--- config.mk ---
export PLATFORM = sky130hd
export DESIGN_NAME = forward_unit_multi_flat
export DESIGN_NICKNAME = d
export VERILOG_FILES = /design/src/rtl/forward_unit_multi_pkg.sv /design/src/rtl/forward_unit_multi_if.sv /design/src/rtl/forward_unit_multi_fwd_history.sv /design/src/rtl/forward_unit_multi.sv /design/src/flat_wrapper.sv
export SDC_FILE = /design/constraint.sdc
export NUM_CORES = 1
export LEC_CHECK = 0
export ABC_AREA = 0
export BUFFER_PORTS_ARGS = -buffer_cell sky130_fd_sc_hd__buf_2
export CAP_MARGIN = 0
export CORE_MARGIN = 2
export CORE_UTILIZATION = 46
export DETAILED_ROUTE_END_ITERATION = 10
export GPL_TIMING_DRIVEN = 0
export PLACE_DENSITY_LB_ADDON = 0.1
export SYNTH_ARGS = -nofsm -noshare
export SYNTH_HDL_FRONTEND = slang
export SYNTH_SLANG_ARGS = --single-unit
--- constraint.sdc ---
create_clock -name clk -period 5.1 [get_ports clk]
set_clock_uncertainty 0.2 [all_clocks]
set_input_delay 0.255 -clock clk [delete_from_list [all_inputs] [get_ports clk]]
set_output_delay 0.255 -clock clk [all_outputs]
set_load 0.005 [all_outputs]
--- src/rtl/forward_unit_multi_pkg.sv ---
// ============================================================================
//  Module   : pipeline_pkg
//  Purpose  : Shared widths, WB history entry type and hazard FSM states for
//             the operand bypass unit.
//  Revision : 1.0 - initial release
// ============================================================================
`default_nettype none

package pipeline_pkg;

    localparam int XLEN  = 32;
    localparam int RBITS = 5;

    typedef struct packed {
        logic             valid;
        logic [RBITS-1:0] rd;
        logic [XLEN-1:0]  data;
    } wb_entry_t;

    typedef enum logic [0:0] {
        IDLE  = 1'b0,
        STALL = 1'b1
    } fwd_state_t;

endpackage

`default_nettype wire

--- src/rtl/forward_unit_multi_if.sv ---
// ============================================================================
//  Module   : forward_unit_multi_if
//  Purpose  : WB, load and operand-port bundle between the pipeline and the
//             bypass/hazard unit.
//  Revision : 1.0 - initial release
// ============================================================================
`default_nettype none

interface forward_unit_multi_if #(
    parameter int XLEN   = pipeline_pkg::XLEN,
    parameter int RBITS  = pipeline_pkg::RBITS,
    parameter int NPORTS = 2
);
    logic                    wb_valid;
    logic [RBITS-1:0]        wb_reg;
    logic [XLEN-1:0]         wb_data;
    logic                    ld_valid;
    logic [RBITS-1:0]        ld_reg;
    logic [NPORTS-1:0]       rs_used;
    logic [NPORTS*RBITS-1:0] rs_addr;
    logic [NPORTS*XLEN-1:0]  rs_data_in;
    logic [NPORTS*XLEN-1:0]  rs_data_out;
    logic [NPORTS-1:0]       fwd_hit;
    logic                    stall_req;

    modport master (
        output wb_valid, wb_reg, wb_data, ld_valid, ld_reg,
               rs_used, rs_addr, rs_data_in,
        input  rs_data_out, fwd_hit, stall_req
    );

    modport slave (
        input  wb_valid, wb_reg, wb_data, ld_valid, ld_reg,
               rs_used, rs_addr, rs_data_in,
        output rs_data_out, fwd_hit, stall_req
    );

endinterface

`default_nettype wire

--- src/rtl/forward_unit_multi_fwd_history.sv ---
// ============================================================================
//  Module   : fwd_history
//  Purpose  : WB history shift chain; stage 0 is the live entry, stages
//             1..DEPTH-1 are registered copies that shift every cycle.
//  Revision : 1.0 - initial release
// ============================================================================
`default_nettype none

module fwd_history #(
    parameter int  DEPTH   = 2,
    parameter type ENTRY_T = pipeline_pkg::wb_entry_t
) (
    input  logic   clk,
    input  logic   rst_n,
    input  ENTRY_T live,
    output ENTRY_T stage [DEPTH]
);

    assign stage[0] = live;

    // The chain never freezes: a stall still ages every entry by one stage.
    for (genvar k = 1; k < DEPTH; k++) begin : g_stage
        ENTRY_T r_entry;

        always_ff @(posedge clk or negedge rst_n) begin
            if (!rst_n) begin
                r_entry <= '0;
            end else begin
                r_entry <= stage[k-1];
            end
        end

        assign stage[k] = r_entry;
    end

endmodule

`default_nettype wire

--- src/rtl/forward_unit_multi.sv ---
// ============================================================================
//  Module   : forward_unit_multi
//  Purpose  : Multi-port operand bypass from a WB history plus load-use
//             hazard detection holding stall_req for LD_LAT cycles.
//  Revision : 1.0 - initial release
// ============================================================================
`default_nettype none

module forward_unit_multi #(
    parameter int XLEN   = pipeline_pkg::XLEN,
    parameter int RBITS  = pipeline_pkg::RBITS,
    parameter int NPORTS = 2,
    parameter int DEPTH  = 2,
    parameter int LD_LAT = 1
) (
    input  logic                 clk,
    input  logic                 rst_n,
    forward_unit_multi_if.slave  bus
);
    import pipeline_pkg::*;

    localparam int CNT_W = $clog2(LD_LAT + 1);

    typedef struct packed {
        logic             valid;
        logic [RBITS-1:0] rd;
        logic [XLEN-1:0]  data;
    } entry_t;

    entry_t w_live;
    entry_t w_stage [DEPTH];

    // Writes to r0 are stored invalid so they can never be forwarded.
    assign w_live.valid = bus.wb_valid & (bus.wb_reg != '0);
    assign w_live.rd    = bus.wb_reg;
    assign w_live.data  = bus.wb_data;

    fwd_history #(
        .DEPTH   (DEPTH),
        .ENTRY_T (entry_t)
    ) u_history (
        .clk   (clk),
        .rst_n (rst_n),
        .live  (w_live),
        .stage (w_stage)
    );

    for (genvar p = 0; p < NPORTS; p++) begin : g_port
        logic [RBITS-1:0] w_addr;
        logic [XLEN-1:0]  w_data;
        logic             w_hit;

        assign w_addr = bus.rs_addr[p*RBITS +: RBITS];

        // Scan oldest to youngest so the youngest match is the last writer.
        always_comb begin
            w_data = bus.rs_data_in[p*XLEN +: XLEN];
            w_hit  = 1'b0;
            if (w_addr == '0) begin
                w_data = '0;
            end else begin
                for (int k = DEPTH - 1; k >= 0; k--) begin
                    if (w_stage[k].valid && (w_stage[k].rd == w_addr)) begin
                        w_data = w_stage[k].data;
                        w_hit  = 1'b1;
                    end
                end
            end
        end

        assign bus.rs_data_out[p*XLEN +: XLEN] = w_data;
        assign bus.fwd_hit[p]                  = w_hit;
    end

    logic w_haz;

    always_comb begin
        w_haz = 1'b0;
        for (int p = 0; p < NPORTS; p++) begin
            if (bus.rs_used[p] && (bus.rs_addr[p*RBITS +: RBITS] == bus.ld_reg)) begin
                w_haz = 1'b1;
            end
        end
        w_haz = w_haz & bus.ld_valid & (bus.ld_reg != '0);
    end

    fwd_state_t       r_state;
    fwd_state_t       w_state_nxt;
    logic [CNT_W-1:0] r_cnt;
    logic [CNT_W-1:0] w_cnt_nxt;
    logic             w_stall;

    always_ff @(posedge clk or negedge rst_n) begin
        if (!rst_n) begin
            r_state <= IDLE;
            r_cnt   <= '0;
        end else begin
            r_state <= w_state_nxt;
            r_cnt   <= w_cnt_nxt;
        end
    end

    // The IDLE cycle that sees the hazard is the first stall cycle; STALL
    // covers the remaining LD_LAT-1 cycles.
    always_comb begin
        w_state_nxt = r_state;
        w_cnt_nxt   = r_cnt;
        w_stall     = 1'b0;
        case (r_state)
            IDLE: begin
                w_stall = w_haz;
                if (w_haz && (LD_LAT > 1)) begin
                    w_state_nxt = STALL;
                    w_cnt_nxt   = CNT_W'(LD_LAT - 1);
                end
            end
            STALL: begin
                w_stall = 1'b1;
                if (r_cnt == CNT_W'(1)) begin
                    w_state_nxt = IDLE;
                    w_cnt_nxt   = '0;
                end else begin
                    w_cnt_nxt   = r_cnt - 1'b1;
                end
            end
            default: begin
                w_state_nxt = IDLE;
                w_cnt_nxt   = '0;
            end
        endcase
    end

    assign bus.stall_req = w_stall;

endmodule

`default_nettype wire

--- src/flat_wrapper.sv ---
// flat-port wrapper written by rule: the top's interface ports become plain ports
module forward_unit_multi_flat import pipeline_pkg::*;
#(
    parameter int XLEN   = pipeline_pkg::XLEN,
    parameter int RBITS  = pipeline_pkg::RBITS,
    parameter int NPORTS = 2,
    parameter int DEPTH  = 2,
    parameter int LD_LAT = 1
)
  (clk, rst_n, bus_wb_valid, bus_wb_reg, bus_wb_data, bus_ld_valid, bus_ld_reg, bus_rs_used, bus_rs_addr, bus_rs_data_in, bus_rs_data_out, bus_fwd_hit, bus_stall_req);
  forward_unit_multi_if #(.XLEN(XLEN), .RBITS(RBITS), .NPORTS(NPORTS)) bus_i ();
  input  logic clk;
  input  logic rst_n;
  input wire logic [$bits(bus_i.wb_valid)-1:0] bus_wb_valid;
  input wire logic [$bits(bus_i.wb_reg)-1:0] bus_wb_reg;
  input wire logic [$bits(bus_i.wb_data)-1:0] bus_wb_data;
  input wire logic [$bits(bus_i.ld_valid)-1:0] bus_ld_valid;
  input wire logic [$bits(bus_i.ld_reg)-1:0] bus_ld_reg;
  input wire logic [$bits(bus_i.rs_used)-1:0] bus_rs_used;
  input wire logic [$bits(bus_i.rs_addr)-1:0] bus_rs_addr;
  input wire logic [$bits(bus_i.rs_data_in)-1:0] bus_rs_data_in;
  output wire logic [$bits(bus_i.rs_data_out)-1:0] bus_rs_data_out;
  output wire logic [$bits(bus_i.fwd_hit)-1:0] bus_fwd_hit;
  output wire logic [$bits(bus_i.stall_req)-1:0] bus_stall_req;
  assign bus_i.wb_valid = bus_wb_valid;
  assign bus_i.wb_reg = bus_wb_reg;
  assign bus_i.wb_data = bus_wb_data;
  assign bus_i.ld_valid = bus_ld_valid;
  assign bus_i.ld_reg = bus_ld_reg;
  assign bus_i.rs_used = bus_rs_used;
  assign bus_i.rs_addr = bus_rs_addr;
  assign bus_i.rs_data_in = bus_rs_data_in;
  assign bus_rs_data_out = bus_i.rs_data_out;
  assign bus_fwd_hit = bus_i.fwd_hit;
  assign bus_stall_req = bus_i.stall_req;
  forward_unit_multi #(.XLEN(XLEN), .RBITS(RBITS), .NPORTS(NPORTS), .DEPTH(DEPTH), .LD_LAT(LD_LAT)) u_core (.clk(clk), .rst_n(rst_n), .bus(bus_i));
endmodule
==> summary.txt <==
Status - completed
Worst hold stages - 2
# clock sinks - 40
Register bit total from synthesis - 40
Clock latency on the worst-skew pair - 290 ps
Min Tclk post-route - 3050 ps
Worst Path Arrival - 2590 ps
Post-synthesis area per instance - 7.26 sq um
Vias after detailed routing - 3846
Initial antenna violation count - 0
Max clock buf depth - 2
Starting density of the core - 47.6%
Pleak - 2.21 nW
R2R setup slack - 4230 ps
Grt total ovfl - 0
Non-filler cells, final - 697
Yosys cell types - 22
Nets - 746
Remaining antenna violation count after routing - 0
Async set-reset flop share out of synthesis - 100%
CP required - 4640 ps
TritonCTS clock tree - done
Starting DRC count in detailed routing - 278
Sequential area share after synthesis - 35.3%
CTS Root Buffer Type - clkbuf_8
CP Class - primary input to output pin
Placed Cells - 654
Drt first pass iters - 5
Worst hold path class - primary input to flip-flop
Critical path endpoint category - output pin
Syn Inst Count - 391
Die X - 82.5 um
Final core utilization - 72.6%
# IOs - 189
Post_cts resized - 0
Num CTS Buffers - 5
Setup Viol. Count Final - 0
First-pass GRT wire length - 16600 um
Peak Freq - 328 MHz
Clock Pin Slew Worst Setup and Hold Paths - 70 ps
Core ar. - 5960 sq um
Power per cell area - 178 nW/um^2
DR vias/cell - 5.52
H-tree Lvls - 2
GRT Util Overall - 31.7%
Max Cap Viol - 0
Relative slew slack - 38.1%
Gpl congestion - 0.854
Final period util - 59.8%
N_diodes - 0
CP Max Fanout - 10
Rows - 28
CP Launch Type - primary input
Yosys warnings - 0
Vias in the first global route - 3591
HPWL Detailed - 7440 um
Primary FF master, synth - dfrtp_1
Final Hold Fails - 0
Share of cells above drive strength 1 - 34.9%
Largest net degree at the start of global routing - 41
Worst vdd ir - 0.000124 V
Mapped Nets - 513
Worst-case reg-to-reg path depth - 1
PortBufs - 188
Max-slew violations - 0
DRC Markers - 0
Pre-CTS setup slack - 2650 ps
Final WL - 10800 um
Fin Setup TNS - 0 ps
Die area - 6810 sq um
Worst-margin pin slew - 928 ps
Post-synth EDFFs - 0
RSZ-0062 raised after global routing - no
Area delta synth->final - 52.3%
Post-route setup slack - 2050 ps
DIE HEIGHT - 82.5 um
Mapped Area - 2840 sq um
Routed len/inst - 15.5 um
-- worst max-delay path: stages --
cell and delay, ps:
dlygate4sd3_1 550, buf_2 170, or4_1 530, o21a_1 220, nand4_1 100, buf_4 190, buf_6 160, o21ai_1 60
a31oi_1 200, buf_2 160
-- state kept, by name (all words and copies together), names as in the netlist --
signal and cells:
u_core.r_cnt 1, u_core.r_state 1, u_core.u_history.stage 38
-- metal layers --
| metal | part of all wire, % | global-route usage (%) | up-vias |
|---|---|---|---|
| met5 | 0 | 0 | - |
| met3 | 8.0 | 4.02 | 26 |
| met4 | 2.1 | 10.7 | 0 |
| met1 | 41 | 39.8 | 1770 |
| met2 | 49 | 56.2 | 223 |
| li1 | - | - | 1827 |
-- final timing paths --
path | start | to
worst max register to register | u_core.r_cnt | u_core.r_cnt
max in group asynchronous | rst_n | u_core.u_history.stage[5]
min in group asynchronous | rst_n | u_core.u_history.stage[28]
worst max-delay path | bus_wb_reg[1] | bus_rs_data_out[14]
worst min-delay path | bus_wb_valid | u_core.u_history.stage[37]
worst min register to register | u_core.r_cnt | u_core.r_state
-- placed cells by master, fill, tap and decap left out, types with 4 or more instances in the layout --
master	netlist	final
dlygate4sd3_1	0	38
buf_4	4	4
a31oi_1	65	65
buf_6	4	4
clkbuf_1	12	12
o21ai_1	40	40
nor3_1	4	4
dfrtp_1	40	40
o21ai_0	25	25
nor4_1	4	4
buf_2	16	204
nand2_1	130	130
xnor2_1	8	8
clkbuf_8	0	5
xor2_1	23	23
-- cell families after synthesis --
kind of cell              count (synthesis)  share of synthesized area, %
and+or+nand+nor                         150                          21.3
AOI/OAI and AO/OA                       134                          26.9
DFF                                      40                          35.3
buffers and inverters                    36                          7.05
xor gates and xnor gates                 31                          9.57
-- area by class of cell --
cell class,instances,area [sq um]
Buffer,36,200
Timing Repair Buffer,226,1320
Clock buffer,5,68.8
Sequential cell,40,1000
Multi-Input combinational cell,315,1640
Fill cell,519,1630
Tap cell,75,93.8
-- stage by stage --
stage	total power [mW]	hold slack, ps	cell area (sq um)
after floorplan	0.430	-241	2840
after global placement	0.549	188	3870
after detailed placement	0.552	189	3870
after CTS	0.766	34.1	4320
after global routing	0.810	34.5	4320
final	0.769	37.5	4320
-- cells in the mapped netlist (3+ instances only) --
cell type,number,area share (%)
xnor2_1,8,2.5
nor3_1,4,0.71
buf_2,16,2.8
o21ai_0,25,4.4
buf_6,4,1.6
dfrtp_1,40,35
o21ai_1,40,7.1
and3_1,3,0.66
clkbuf_1,12,1.6
xor2_1,23,7.1
a31oi_1,65,14
buf_4,4,1.1
nor4_1,4,0.88
nand2_1,130,17
-- where the power goes --
part	switching [mW]	total (mW)	internal [mW]	leakage [nW]
clock network	0.108	0.197	0.0884	0.0359
registers	0.00916	0.342	0.332	0.471
logic	0.110	0.231	0.121	1.70
total	0.227	0.769	0.542	2.21
-- repair_timing --
action	in CTS	in global routing
setup buffers	0	0
setup endpoints to repair	0	0
endpoints found under the hold margin	77	0
hold buffers	38	0
No activity file was read; power rests on OpenSTA's default activity.
